<file path="src/rtl/io_pkg.sv">
// Shared definitions for the I/O freeze controller family: FSM encoding and width helpers.
// Latency: n/a (package only).
// Backpressure: n/a.
package io_pkg;

    typedef enum logic [1:0] {
        IDLE    = 2'd0,
        FROZEN  = 2'd1,
        HOLDOFF = 2'd2
    } frz_state_t;

    // Width of a channel index; a single channel still needs a 1-bit field.
    function automatic int cause_width(input int n_ch);
        return (n_ch > 1) ? $clog2(n_ch) : 1;
    endfunction

endpackage

</file>
<file path="src/rtl/btn_debounce.sv">
// Button conditioner: 2-flop synchroniser, stability counter, rising-edge pulse on the debounced level.
// Latency: raw change to press pulse is 2 + DEB_CYCLES cycles.
// Backpressure: none; press is a 1-cycle pulse and is lost if the consumer ignores it.
module btn_debounce #(
    parameter int DEB_CYCLES = 50000
) (
    input  logic clk,
    input  logic reset_n,
    input  logic raw,
    output logic press
);

    localparam int            CNT_W    = (DEB_CYCLES > 1) ? $clog2(DEB_CYCLES) : 1;
    localparam logic [CNT_W-1:0] CNT_LAST = CNT_W'(DEB_CYCLES - 1);

    logic             sync_1;
    logic             sync_2;
    logic             level;
    logic             level_d;
    logic [CNT_W-1:0] cnt;

    // Bring the asynchronous button into the clk domain.
    always_ff @(posedge clk or negedge reset_n) begin
        if (!reset_n) begin
            sync_1 <= 1'b0;
            sync_2 <= 1'b0;
        end else begin
            sync_1 <= raw;
            sync_2 <= sync_1;
        end
    end

    // Flip the stable level only after DEB_CYCLES consecutive disagreeing samples.
    always_ff @(posedge clk or negedge reset_n) begin
        if (!reset_n) begin
            level <= 1'b0;
            cnt   <= '0;
        end else if (sync_2 == level) begin
            cnt <= '0;
        end else if (cnt == CNT_LAST) begin
            level <= sync_2;
            cnt   <= '0;
        end else begin
            cnt <= cnt + 1'b1;
        end
    end

    // Delayed copy of the level for rising-edge detection.
    always_ff @(posedge clk or negedge reset_n) begin
        if (!reset_n) begin
            level_d <= 1'b0;
        end else begin
            level_d <= level;
        end
    end

    assign press = level & ~level_d;

endmodule

</file>
<file path="src/rtl/freeze_ctrl_multi.sv">
// Processor freeze controller: stalls the datapath on any enabled request, released by button or timeout.
// Latency: congela rises 1 cycle after an enabled request in IDLE; falls 1 cycle after the debounced press.
// Backpressure: none; requests are levels, one freeze per request assertion, HOLDOFF waits for all to drop.
module freeze_ctrl_multi
    import io_pkg::*;
#(
    parameter int N_CH       = 3,
    parameter int DEB_CYCLES = 50000,
    parameter int TIMEOUT    = 0,
    parameter int CNT_W      = 16,
    localparam int CAUSE_W   = cause_width(N_CH)
) (
    input  logic               clk,
    input  logic               reset_n,
    input  logic               botao_raw,
    input  logic [N_CH-1:0]    req,
    input  logic [N_CH-1:0]    req_en,
    output logic               congela,
    output logic               release_pulse,
    output logic [CAUSE_W-1:0] cause,
    output logic               timed_out,
    output logic [CNT_W-1:0]   freeze_count
);

    localparam int               TMR_W    = (TIMEOUT > 1) ? $clog2(TIMEOUT) : 1;
    localparam logic [TMR_W-1:0] TMR_LAST = (TIMEOUT > 0) ? TMR_W'(TIMEOUT - 1) : '0;

    frz_state_t        state;
    logic [TMR_W-1:0]  timer;
    logic [N_CH-1:0]   act;
    logic              any;
    logic              press;

    // Lowest enabled channel index wins when several request together.
    function automatic logic [CAUSE_W-1:0] lowest_idx(input logic [N_CH-1:0] v);
        logic [CAUSE_W-1:0] idx;
        idx = '0;
        for (int i = N_CH - 1; i >= 0; i--) begin
            if (v[i]) idx = CAUSE_W'(i);
        end
        return idx;
    endfunction

    assign act = req & req_en;
    assign any = |act;

    btn_debounce #(
        .DEB_CYCLES (DEB_CYCLES)
    ) u_btn (
        .clk     (clk),
        .reset_n (reset_n),
        .raw     (botao_raw),
        .press   (press)
    );

    // Freeze FSM with registered outputs, timeout timer and saturating event counter.
    always_ff @(posedge clk or negedge reset_n) begin
        if (!reset_n) begin
            state         <= IDLE;
            congela       <= 1'b0;
            release_pulse <= 1'b0;
            cause         <= '0;
            timed_out     <= 1'b0;
            freeze_count  <= '0;
            timer         <= '0;
        end else begin
            release_pulse <= 1'b0;
            case (state)
                IDLE: begin
                    if (any) begin
                        state     <= FROZEN;
                        congela   <= 1'b1;
                        cause     <= lowest_idx(act);
                        timed_out <= 1'b0;
                        timer     <= '0;
                        if (freeze_count != '1) begin
                            freeze_count <= freeze_count + 1'b1;
                        end
                    end
                end
                FROZEN: begin
                    // Button has priority over a timeout expiring in the same cycle.
                    if (press) begin
                        state         <= HOLDOFF;
                        congela       <= 1'b0;
                        release_pulse <= 1'b1;
                    end else if ((TIMEOUT != 0) && (timer == TMR_LAST)) begin
                        state         <= HOLDOFF;
                        congela       <= 1'b0;
                        release_pulse <= 1'b1;
                        timed_out     <= 1'b1;
                    end else begin
                        timer <= timer + 1'b1;
                    end
                end
                HOLDOFF: begin
                    // Wait for every enabled request to drop so one assertion gives one freeze.
                    if (!any) begin
                        state <= IDLE;
                    end
                end
                default: begin
                    state   <= IDLE;
                    congela <= 1'b0;
                end
            endcase
        end
    end

endmodule

</file>
<file path="config.mk">
export PLATFORM = sky130hd
export DESIGN_NAME = freeze_ctrl_multi
export DESIGN_NICKNAME = d
export VERILOG_FILES = /design/src/rtl/io_pkg.sv /design/src/rtl/btn_debounce.sv /design/src/rtl/freeze_ctrl_multi.sv
export SDC_FILE = /design/constraint.sdc
export NUM_CORES = 1
export LEC_CHECK = 0
export BUFFER_PORTS_ARGS = -buffer_cell sky130_fd_sc_hd__buf_2
export CAP_MARGIN = 20
export CORE_MARGIN = 4
export CORE_UTILIZATION = 50
export CTS_CLUSTER_SIZE = 8
export DETAILED_ROUTE_END_ITERATION = 8
export PLACE_DENSITY = 0.82
export SYNTH_ARGS = -nofsm -noshare
export SYNTH_HDL_FRONTEND = slang
export SYNTH_HIERARCHICAL = 1
export SYNTH_SLANG_ARGS = --single-unit
</file>
<file path="constraint.sdc">
create_clock -name clk -period 3.6 [get_ports clk]
set_input_delay 0.18 -clock clk [delete_from_list [all_inputs] [get_ports clk]]
set_output_delay 0.18 -clock clk [all_outputs]
set_load 0.03 [all_outputs]
</file>
# Word level (Yosys, flattened, before mapping)
# Cells that the tools add are included.
# totals
reg_bits,42
in_bits,9
out_inout_bits,21
wordCells,46
# op_classes
add_sub_neg,2
eq_ne,8
mux,14
bitwise,5
reduce_logical,7
# op_table
op,count
16-bit by 1-bit adder with 16-bit output (second input constant),2
16-bit 2-to-1 mux,2
16-bit == test (second input constant),1
16-bit inequality test (second input constant),1
2-bit 2-to-1 mux,6
3-bit AND reduction,3
2-bit inequality test (second input constant),3
2-bit case mux with 3 select lines,1
1-bit 2-to-1 mux,4
2-bit AND reduction,2
3-bit AND,1
1-bit inverter,3
1-bit case mux with 3 select lines,1
3-bit OR reduction,1
2-bit by 1-bit == test with 1-bit output (second input constant),1
2-bit == test (second input constant),1
2-bit zero test,1
1-bit AND,1
1-bit == test,1

# Depth between registers and ports, before layout
# Gate-level depths: netlist (run 1).
# depth
depth_word,4
depth_mapped,6
ltp_nobuf,5

# Cells and area by module
# Netlist (run 1), hierarchy kept.
# modules_own_cells
mod,n_inst,cells_per_inst,area_per_inst_um2,seq_area_each_um2
freeze_ctrl_multi,1,104,1059.8,550.5
btn_debounce,1,88,942.2,500.5

# Worst setup path before layout (run 1)
# Ideal clock, no wire load.
# synth_timing
path_kind,flip-flop to flip-flop
start,reg freeze_count[0]
end,reg freeze_count[14]
setup_time_ns,0.080
t_arrival_ns,1.856
required_ns,3.520
path_slack_ns,1.664
path_stages_with_launch,6
n_path_buf,0
period_less_slack_ns,1.936
path_cell_list,dfrtp_1 > ha_1 > nand4_1 > or4_1 > nor4_1 > xnor2_1
# synth_between
elab_chain_len,2
word_cells_on_any_way,3
classes_between,add/sub (1); eq/ne (1); reduce/logical (1)
# synth_lines
item,line_no,text
start: declaration,freeze_ctrl_multi.sv:22,output logic [CNT_W-1:0] freeze_count
start signal: assignment,freeze_ctrl_multi.sv:77,freeze_count <= freeze_count + 1'b1;
"parallel branches: the longest is 2 deep, another holds 16-bit by 1-bit adder with 16-bit output",--,
# Several ways; the timed one is not identified.
# A chain may end at the register's enable or synchronous reset.

# Worst setup path after layout (run 1)
# layout_timing
start,reg u_btn.cnt[10]
end,reg u_btn.level
# layout_between
elab_chain_len,2
# layout_lines
item,line_no,text
start: declaration,btn_debounce.sv:20,logic [CNT_W-1:0] cnt;
start signal: assignment,btn_debounce.sv:44,cnt <= cnt + 1'b1;
16-bit == test,btn_debounce.sv:40,end else if (cnt == CNT_LAST) begin
2-bit AND reduction (no source line),--,
end signal: assignment,btn_debounce.sv:41,level <= sync_2;
end: declaration,btn_debounce.sv:18,logic level;
# No other way between the ends.

==> metrics, run 1 <==
Peak Freq 507 MHz; Max stage delay cell, worst path or4_4; min Tclk post-route 1970 ps; flop-to-flop setup slack 1630 ps; RSZ-0062 raised after global routing no; Crit Reg-Reg Startpoint u_btn/cnt[10]; TritonCTS Sinks 42; final hold slack -3.06 ps; count of final hold-check violations 3; most frequent cells in the layout dfrtp_1 (42), buf_2 (28), nor2_1 (24); Setup Total Neg Slack 0 ps; register bit total from synthesis 42; Worst Hold Class input port to asynchronous set/reset pin; Core Rows 22; share of layout cells above drive strength 1 20.0%; drt wl/cell 13.8 microns; worst r2r path cells 3; register area 1050 sq um; Setup Skew 12.1 ps; # nets final 235; status finished, violations left; Setup Buffers After CTS 0; Vias 1482; startpoint types flop; CTS Buffer Depth 2; GRT Resource Usage Total 15.8%; DRC violations left 0; pin count of the biggest net entering global routing 43; Worst VDD drop 0.000247 V; Die H 71.3 microns; Slew @ Worst Pin 893 ps; drt first pass iters 7; CP Class flop to flop; Post-Synthesis Cell Area 2000 sq um; Reg power frac 54.2%; Clock Power Share 31.8%; failing checks negative hold slack; P_leak 1.02 nW; Comb pwr share 14.0%; clock-pin transition on the worst setup and hold timing paths 90 ps; clk_lat worst skew 300 ps; global-route wire length before repair 6410 microns; Placer Congestion 0.805; Syn Area/Cell 10.4 sq um; worst relative slew slack 40.5%; DR iter-0 viols 122; internal power 0.681 mW; grt ovf 0; die area 5080 sq um; capturing point of the worst reg2reg path u_btn/level; vias in the first global route 1396; Max-Cap Viols 0; Switching Power 0.298 mW; ys async rst share 100%; quantity of I/O buffers inserted on ports 28; footprint of the multi-input gates 913 sq um; final period utilization 54.8%; Diodes inserted 0; Die Width 71.3 microns; CTS tree yes; Pwr Total 0.979 mW; PwrDens 428 nW/um^2; Main synth FF type dfrtp_1; worst-path fanout max 4; CP arrival 2160 ps; cts bufs inserted 5; clock root buffer clkbuf_8; crit path capture type flop; cell count after synthesis 192; Area growth, synth to finish 14.2%; overall routed net length 3770 microns; EDFF count, synth 0; syn_nets 203; sequential area share after synthesis 52.5%; # fillers 314; Net Sw Frac 30.5%; max incr delay on CP 590 ps; Synth Warn # 6; Pins Over Slew Limit 0; Vias/cell 5.43; initial antenna violation count 0; Initial Util 53.1%; Synth cell types 41; Routed Antenna Nets 0; # setup viols final 0; DPL Wire Length 2710 microns; CP required 3780 ps; CP cell instances or4b_1 -> or4_4 -> mux2_4; CTS H-tree depth 2; CORE AREA 3770 sq um; Top Ports 30; leading cell type in the layout, fill and taps excluded dfrtp_1
-- stage by stage --
| step | setup slack, ps | cell area, sq um | cells | util, % |
|---|---|---|---|---|
| after global routing | 1520 | 2290 | 273 | 60.6 |
| after detailed placement | 1620 | 2180 | 264 | 57.9 |
| after CTS | 1620 | 2290 | 273 | 60.6 |
| final | 1630 | 2290 | 273 | 60.6 |
| after floorplan | 1660 | 2000 | 192 | - |
| after global placement | 1670 | 2180 | 264 | 57.9 |
-- synth_stat cells, drive strengths merged, types with 2 or more instances --
master,count,area share [%]
nor4,6,2.6
nor2b,2,0.62
and3,4,1.3
dfrtp,42,53
a21oi,2,0.50
inv,3,0.56
nand2,18,3.7
ha,2,1.2
xnor2,9,3.9
nand4,9,2.8
nor3,10,2.5
xor2,20,8.8
or4,5,2.1
nand2b,2,0.62
nand3,11,2.7
buf,4,1.4
o21ai,2,0.50
nor2,24,4.5
mux2,2,1.3
-- cells by family after synthesis --
logic type                 share of synthesized area (%)
other                                              0.187
adders and majority gates                           1.25
muxes                                               1.31
DFF                                                 52.5
and+or+nand+nor                                     26.9
AOI/OAI and AO/OA                                   2.94
xor gates and xnor gates                            12.7
buffers and inverters                               2.19
-- final cells by class --
class / instances / share of cell area [%]
tap: 48 / 2.63
clock inverter: 3 / 1.04
inverter: 3 / 0.493
sequential: 42 / 46.0
clock buffer: 5 / 3.01
timing repair buffer: 30 / 6.90
multi-input combinational: 142 / 40.0
-- repair_timing --
item	in CTS	in global routing
resized for setup	0	0
hold buffers	1	0
hold endpoints to repair	1	0
-- critical path: cells and delay by family, from the launching register on --
family           cells  cell delay (ps)
DFF                  1              420
muxes                1              310
and+or+nand+nor      2             1140
-- power by group through the flow --
stage | logic, mW | registers, mW | clock network (mW)
after floorplan | 0.0414 | 0.585 | 0
after global placement | 0.135 | 0.539 | 0
after detailed placement | 0.138 | 0.541 | 0
after CTS | 0.139 | 0.531 | 0.328
after global routing | 0.149 | 0.536 | 0.343
final | 0.137 | 0.531 | 0.311
-- state kept, by name, indices dropped and copies added, names as in the netlist --
name and flops:
cause 2, u_btn/sync_1 1, freeze_count 16, u_btn/level_d 1, release_pulse 1, state 2, u_btn/sync_2 1, congela 1
u_btn/level 1, u_btn/cnt 16
-- routing by layer --
metal | global-route usage (%) | vias up | part of all wire, %
met2 | 26.0 | 29 | 49
met4 | 5.64 | 0 | 0.66
met3 | 3.79 | 4 | 4.4
met1 | 20.5 | 716 | 46
li1 | - | 733 | -
met5 | 0 | - | 0
-- worst max path at each step --
| stage | depth (start not counted) | endpoint | from |
|---|---|---|---|
| 2_1_floorplan | 5 | freeze_count[14] | freeze_count[0] |
| 3_3_place_gp | 3 | u_btn/level | u_btn/cnt[12] |
| 3_5_place_dp | 3 | u_btn/level | u_btn/cnt[10] |
| 4_1_cts | 3 | u_btn/level | u_btn/cnt[10] |
| 5_1_grt | 4 | freeze_count[15] | state[0] |
| 6_report | 3 | u_btn/level | u_btn/cnt[10] |
Note: power is estimated with default switching activity, not from simulation.
==> run 2: changes to the inputs <==
--- a/config.mk
+++ b/config.mk
@@ -5,13 +5,14 @@
 export SDC_FILE = /design/constraint.sdc
 export NUM_CORES = 1
 export LEC_CHECK = 0
+export ABC_AREA = 1
 export BUFFER_PORTS_ARGS = -buffer_cell sky130_fd_sc_hd__buf_2
 export CAP_MARGIN = 20
 export CORE_MARGIN = 4
 export CORE_UTILIZATION = 50
 export CTS_CLUSTER_SIZE = 8
 export DETAILED_ROUTE_END_ITERATION = 8
-export PLACE_DENSITY = 0.82
+export PLACE_DENSITY = 0.81
 export SYNTH_ARGS = -nofsm -noshare
 export SYNTH_HDL_FRONTEND = slang
 export SYNTH_HIERARCHICAL = 1
==> constraint.sdc (replaced) <==
create_clock -name clk -period 1.9 [get_ports clk]
set_input_delay 0.095 -clock clk [delete_from_list [all_inputs] [get_ports clk]]
set_output_delay 0.095 -clock clk [all_outputs]
set_load 0.03 [all_outputs]
==> run 2 against run 1 <==
The run now ends clean. Flip-flop and latch count unchanged. Combinational power fell by 53%. Sequential power grew 71%. Non-clock buffer count grew 6. Register-to-register slack lost 1400 ps. Clock skew fell by 3.8 ps. Synthesized area grew 17%. Via count increased by 37%. Setup slack worse by 1400 ps. Hold slack better by 110 ps. Maximum frequency grew 20%. Global-route usage up 1.7 points.
==> metrics, run 2 <==
Main synth FF type dfrtp_1; CTS H-tree depth 2 (unchanged); leading cell type in the layout, fill and taps excluded nand2_1; Die H 76.4 microns (+7.1%); sequential area share after synthesis 45.0% (-7.5 points); Synth Warn # 6 (unchanged); register bit total from synthesis 42 (unchanged); grt ovf 0 (unchanged); count of final hold-check violations 0 (-3); cells taking the most area after synthesis dfrtp_1 (45%), nand2_1 (15%), nor2_1 (7.9%), inv_1 (5.5%), nand3_1 (4.1%); Switching Power 0.365 mW (+23%); Comb pwr share 4.2% (-9.8 points); vias in the first global route 1951 (+40%); flop-to-flop setup slack 260 ps (-1370 ps); share of layout cells above drive strength 1 18.4% (-1.6 points); most common cell in the netlist nand2_1; global-route wire length before repair 8540 microns (+33%); Vias/cell 5.09 (-6.2%); drt first pass iters 4 (-3); PwrDens 576 nW/um^2 (+34%); GRT Resource Usage Total 17.5% (+1.7 points); syn_nets 318 (+57%); DPL Wire Length 3550 microns (+31%); drt wl/cell 11.8 microns (-14%); Post-Synthesis Cell Area 2340 sq um (+17%); Worst Setup SP freeze_count[1]; CTS Buffer Depth 2 (unchanged); Worst Hold Class input port to flop; Area growth, synth to finish 14.9%; CORE AREA 4440 sq um (+18%); CP arrival 1870 ps (-290 ps); largest registers freeze_count x16, u_btn/cnt x16; clk_lat worst skew 290 ps (about the same); worst-path fanout max 12 (+8); Syn Area/Cell 7.61 sq um (-27%); min Tclk post-route 1640 ps (-334 ps); clock root buffer clkbuf_8; most frequent cells in the layout nand2_1 (95), nor2_1 (49), dfrtp_1 (42); synth cell count leaders nand2_1 (95), nor2_1 (49), dfrtp_1 (42), inv_1 (34), nand3_1 (19); internal power 1.18 mW (+74%); cts bufs inserted 5 (unchanged); dpl ws -31.0 ps (-1660 ps); crit path capture type flop; Pwr Total 1.55 mW (+58%); TritonCTS Sinks 42 (unchanged); Synth cell types 27 (-34%); worst relative slew slack 63.1% (+23 points); status completed; DRC violations left 0 (unchanged); initial antenna violation count 0 (unchanged); Pins Over Slew Limit 0 (unchanged); Net Sw Frac 23.6% (-6.8 points); # fillers 410 (+31%); overall routed net length 4730 microns (+26%); Routed Antenna Nets 0 (unchanged); worst r2r path cells 6 (+3); Clock Power Share 37.1% (+5.3 points); final period utilization 86.2% (+31 points); pin count of the biggest net entering global routing 23 (-47%); capturing point of the worst reg2reg path freeze_count[8]; ys async rst share 100% (unchanged); quantity of I/O buffers inserted on ports 28 (unchanged); Top Ports 30 (unchanged); Worst VDD drop 0.000350 V (+42%); Synth area leader dfrtp_1; DR iter-0 viols 98 (-20%); Placer Congestion 0.876 (+8.8%); Initial Util 52.6% (-0.50 points); Diodes inserted 0 (unchanged); final setup margin 262 ps (-1370 ps); startpoint types flop; # nets final 358 (+52%); EDFF count, synth 0 (unchanged); CP Capture Point freeze_count[8]; CP required 2130 ps (-1650 ps); Yosys top cell area share 45.0% (-7.5 points); clock-pin transition on the worst setup and hold timing paths 80 ps (about the same); CP Class flop to flop; Crit Reg-Reg Startpoint freeze_count[1]; Die Width 76.4 microns (+7.1%); die area 5830 sq um (+15%); P_leak 1.37 nW (+34%); Reg power frac 58.7% (+4.5 points); Core Rows 24 (+9.1%); Peak Freq 610 MHz (+20%); Setup Skew 8.30 ps (-3.76 ps); RSZ-0062 raised after global routing no; CTS tree yes; cell count after synthesis 307 (+60%); Vias 2036 (+37%); Slew @ Worst Pin 554 ps (-339 ps); Max-Cap Viols 0 (unchanged); # setup viols final 0 (unchanged)
[run 2: cell types whose count changed after synthesis, sizes merged, moves of 4 or more]
cell   previous run  this run
and3              4         0
nand2            18       106
nand3            11        21
inv               3        34
o21ai             2         7
or4               5         0
xor2             20         8
nor2             24        53
nor3             10         3
nor4              6         0
[run 2: cell type report]
cell class,instances,area (sq um),share of cell area [%]
multi-input cells,228,1130,42.2
flip-flops and latches,42,1050,39.1
repair buffers,36,218,8.10
inverters,34,128,4.75
clock buffers,5,68.8,2.56
well taps,52,65.1,2.42
clock inverters,3,21.3,0.792
[run 2: kinds of logic (layout without fill, tap and decap cells)]
group / after synthesis / count (layout) / share of synthesized area, %
xor+xnor: 17 / 17 / 6.37
flops: 42 / 42 / 45.0
buf+inv: 37 / 78 / 6.64
compound gates: 15 / 15 / 3.75
fa+ha+maj: 2 / 2 / 1.07
simple gates: 193 / 193 / 37.0
other cells: 1 / 1 / 0.160
[run 2: layer usage]
layer  global-route usage (%)  part of all wire, %  routed length [microns]
met4                     5.43                  1.5                       72
met5                        0                    0                        0
met3                     3.55                  5.4                      257
met2                     29.2                   46                     2200
met1                     23.1                   47                     2200
[run 2: critical path: stages, from the launching register on]
cell and delay, ps:
dfrtp_1 430, ha_1 260, nand3_2 150, nor2_2 70, a21oi_2 450, nand2_1 120
nand2_1 80
[run 2: through the flow]
step                      util [%]  TNS [ps]  instance area (sq um)  instances  hold slack (ps)
after floorplan                  -         0                   2340        307             -201
after global placement        57.9         0                   2570        390             88.5
after detailed placement      57.9     -55.6                   2570        390             96.4
after CTS                     60.4         0                   2690        400              104
after global routing          60.4         0                   2690        400              132
final                         60.4         0                   2690        400              111
[run 2: power by group through the flow]
stage | logic, mW | clock network (mW) | registers, mW
6_report | 0.0643 | 0.574 | 0.909
2_1_floorplan | 0.0257 | 0 | 0.928
5_1_grt | 0.0758 | 0.635 | 0.910
3_3_place_gp | 0.0618 | 0 | 0.926
3_5_place_dp | 0.0632 | 0 | 0.927
4_1_cts | 0.0665 | 0.588 | 0.909
[run 2: worst min-delay path by stage]
stage / end / depth (start not counted) / slack, ps / startpoint
6_report: cause[0] / 3 / 110 / req_en[1]
2_1_floorplan: cause[0] / 0 / -200 / reset_n
5_1_grt: cause[0] / 3 / 130 / req_en[1]
3_3_place_gp: u_btn/cnt[4] / 1 / 90 / reset_n
4_1_cts: cause[0] / 3 / 100 / req_en[1]
3_5_place_dp: u_btn/cnt[4] / 1 / 100 / reset_n
[run 2: repair_timing]
item,4_1_cts,5_1_grt
resized for setup,1,0
setup endpoints to repair,12,0
setup buffers,0,0
hold buffers,2,0
hold endpoints to repair,21,0
==> run 3: changes to the inputs <==
--- a/config.mk
+++ b/config.mk
@@ -6,13 +6,13 @@
 export NUM_CORES = 1
 export LEC_CHECK = 0
 export ABC_AREA = 1
-export BUFFER_PORTS_ARGS = -buffer_cell sky130_fd_sc_hd__buf_2
 export CAP_MARGIN = 20
 export CORE_MARGIN = 4
 export CORE_UTILIZATION = 50
 export CTS_CLUSTER_SIZE = 8
 export DETAILED_ROUTE_END_ITERATION = 8
-export PLACE_DENSITY = 0.81
+export DONT_BUFFER_PORTS = 1
+export PLACE_DENSITY = 0.76
 export SYNTH_ARGS = -nofsm -noshare
 export SYNTH_HDL_FRONTEND = slang
 export SYNTH_HIERARCHICAL = 1
==> run 3 against run 2 <==
Flip-flop and latch count did not move. Die area did not move. Register-to-register slack improved by 95 ps. Global-route usage rose by 0.72 points. Sequential power barely moved. Non-clock buffer count fell by 11. Largest power group unchanged.
==> metrics, run 3 (synthesis gave the netlist of run 2 again) <==
Die H 76.4 microns (unchanged); Max-Cap Viols 0 (unchanged); Placer Congestion 0.870 (-0.61%); clk_lat worst skew 300 ps (about the same); Diodes inserted 0 (unchanged); Worst VDD drop 0.000584 V (+67%); GRT Resource Usage Total 18.3% (+0.72 points); leading cell type in the layout, fill and taps excluded nand2_1; CTS Buffer Depth 2 (unchanged); Placement Cell Area 2520 sq um (-1.8%); cts bufs inserted 5 (unchanged); startpoint types flop; count of final hold-check violations 0 (unchanged); Setup Buffers After CTS 0 (unchanged); drt first pass iters 4 (unchanged); Worst Hold Class input port to flop; clock root buffer clkbuf_8; Top Ports 30 (unchanged); status completed; # setup viols final 0 (unchanged); min Tclk post-route 1540 ps (-95.1 ps); DPL Wire Length 3480 microns (-2.1%); CTS tree yes; grt ovf 0 (unchanged); Setup Skew 11.6 ps (+3.27 ps); Initial Util 52.6% (unchanged); P_leak 1.33 nW (-3.4%); most frequent cells in the layout nand2_1 (95), nor2_1 (49), dfrtp_1 (42); # nets final 347 (-3.1%); worst-path fanout max 12 (unchanged); Setup Total Neg Slack 0 ps (unchanged); worst r2r path cells 5 (-1); CTS H-tree depth 2 (unchanged); Peak Freq 648 MHz (+6.2%); Routed Antenna Nets 0 (unchanged); clock-pin transition on the worst setup and hold timing paths 90 ps (about the same); crit path capture type flop; initial antenna violation count 0 (unchanged); Die Width 76.4 microns (unchanged); Vias/cell 5.10 (+0.25%); CP Class flop to flop; vias in the first global route 1843 (-5.5%); final setup margin 357 ps (+95.1 ps); CORE AREA 4440 sq um (unchanged); # fillers 393 (-4.1%); TritonCTS Sinks 42 (unchanged); final period utilization 81.2% (-5.0 points); CP required 2130 ps (about the same); Area growth, synth to finish 15.6%; DRC violations left 0 (unchanged); share of layout cells above drive strength 1 15.1% (-3.3 points); largest registers freeze_count x16, u_btn/cnt x16; Vias 1985 (-2.5%); Finished Core Util 60.8% (+0.37 points); final hold slack 20.3 ps (-90.9 ps); Pins Over Slew Limit 0 (unchanged); Core Rows 24 (unchanged); dpl ws 95.5 ps (+126 ps); PwrDens 628 nW/um^2 (+9.0%); DR iter-0 viols 130 (+33%); overall routed net length 4960 microns (+4.8%); RSZ-0062 raised after global routing no; die area 5830 sq um (unchanged); CP arrival 1780 ps (-90 ps); quantity of I/O buffers inserted on ports 0 (-100%); Slew @ Worst Pin 582 ps (+28.3 ps); global-route wire length before repair 8560 microns (+0.23%); WHS Path Cells 3 (unchanged); pin count of the biggest net entering global routing 43 (+87%); worst relative slew slack 61.2% (-1.9 points); post-route cell area 2700 sq um (+0.61%); drt wl/cell 12.7 microns (+7.7%)
run 3: cell types whose count changed in the layout (fill, tap and decap cells not counted):
cell and change:
buf_4 +15, dlygate4sd3_1 +2, clkinv_4 -1, clkinvlp_4 +1, buf_2 -28, bufinv_16 +1
clkinv_2 -1
run 3: area by class of cell:
type,count,area (sq um),share of cell area [%]
inverters,34,128,4.72
repair buffers,25,210,7.78
multi-input cells,228,1130,42.0
clock inverters,3,45.0,1.67
well taps,52,65.1,2.41
flip-flops and latches,42,1050,38.9
clock buffers,5,68.8,2.55
run 3: timing repair:
item,CTS,global route
gates resized for setup,0,1
endpoints found under the setup margin,0,12
hold buffers,5,0
hold endpoints to repair,44,0
run 3: critical path, cell delays in order, from the launching register on:
cell     delay, ps
dfrtp_1        420
nor2_1         190
nand2_1        180
a21oi_2        490
nand2_1        110
nand2_1         80
run 3: worst paths after layout:
path | from | to | slack [ps]
setup / recovery | state[0] | freeze_count[13] | 360
hold reg to reg | u_btn/sync_1 | u_btn/sync_2 | 360
min in group asynchronous | reset_n | u_btn/cnt[5] | 260
hold / removal | req_en[0] | cause[0] | 20
max in group asynchronous | reset_n | freeze_count[3] | 1440
setup reg to reg | state[0] | freeze_count[13] | 360
run 3: metrics by stage:
stage	power, mW	std cells
2_1_floorplan	0.953	307
3_3_place_gp	0.956	376
3_5_place_dp	0.958	376
4_1_cts	1.71	389
5_1_grt	1.77	389
6_report	1.70	389
run 3: report_power, final:
| group | total (mW) | leakage [nW] | internal, mW | switching (mW) |
|---|---|---|---|---|
| registers | 0.911 | 0.568 | 0.901 | 0.00959 |
| clock network | 0.728 | 0.0504 | 0.391 | 0.337 |
| logic | 0.0573 | 0.707 | 0.0194 | 0.0379 |
| total | 1.70 | 1.33 | 1.31 | 0.385 |
run 3: metal layers:
| layer | wire (microns) | GRT usage [%] | up-vias |
|---|---|---|---|
| met5 | 0 | 0 | - |
| met4 | 32 | 7.07 | 0 |
| met3 | 297 | 4.85 | 2 |
| met2 | 2180 | 27.0 | 50 |
| met1 | 2450 | 25.5 | 916 |
| li1 | - | - | 1017 |
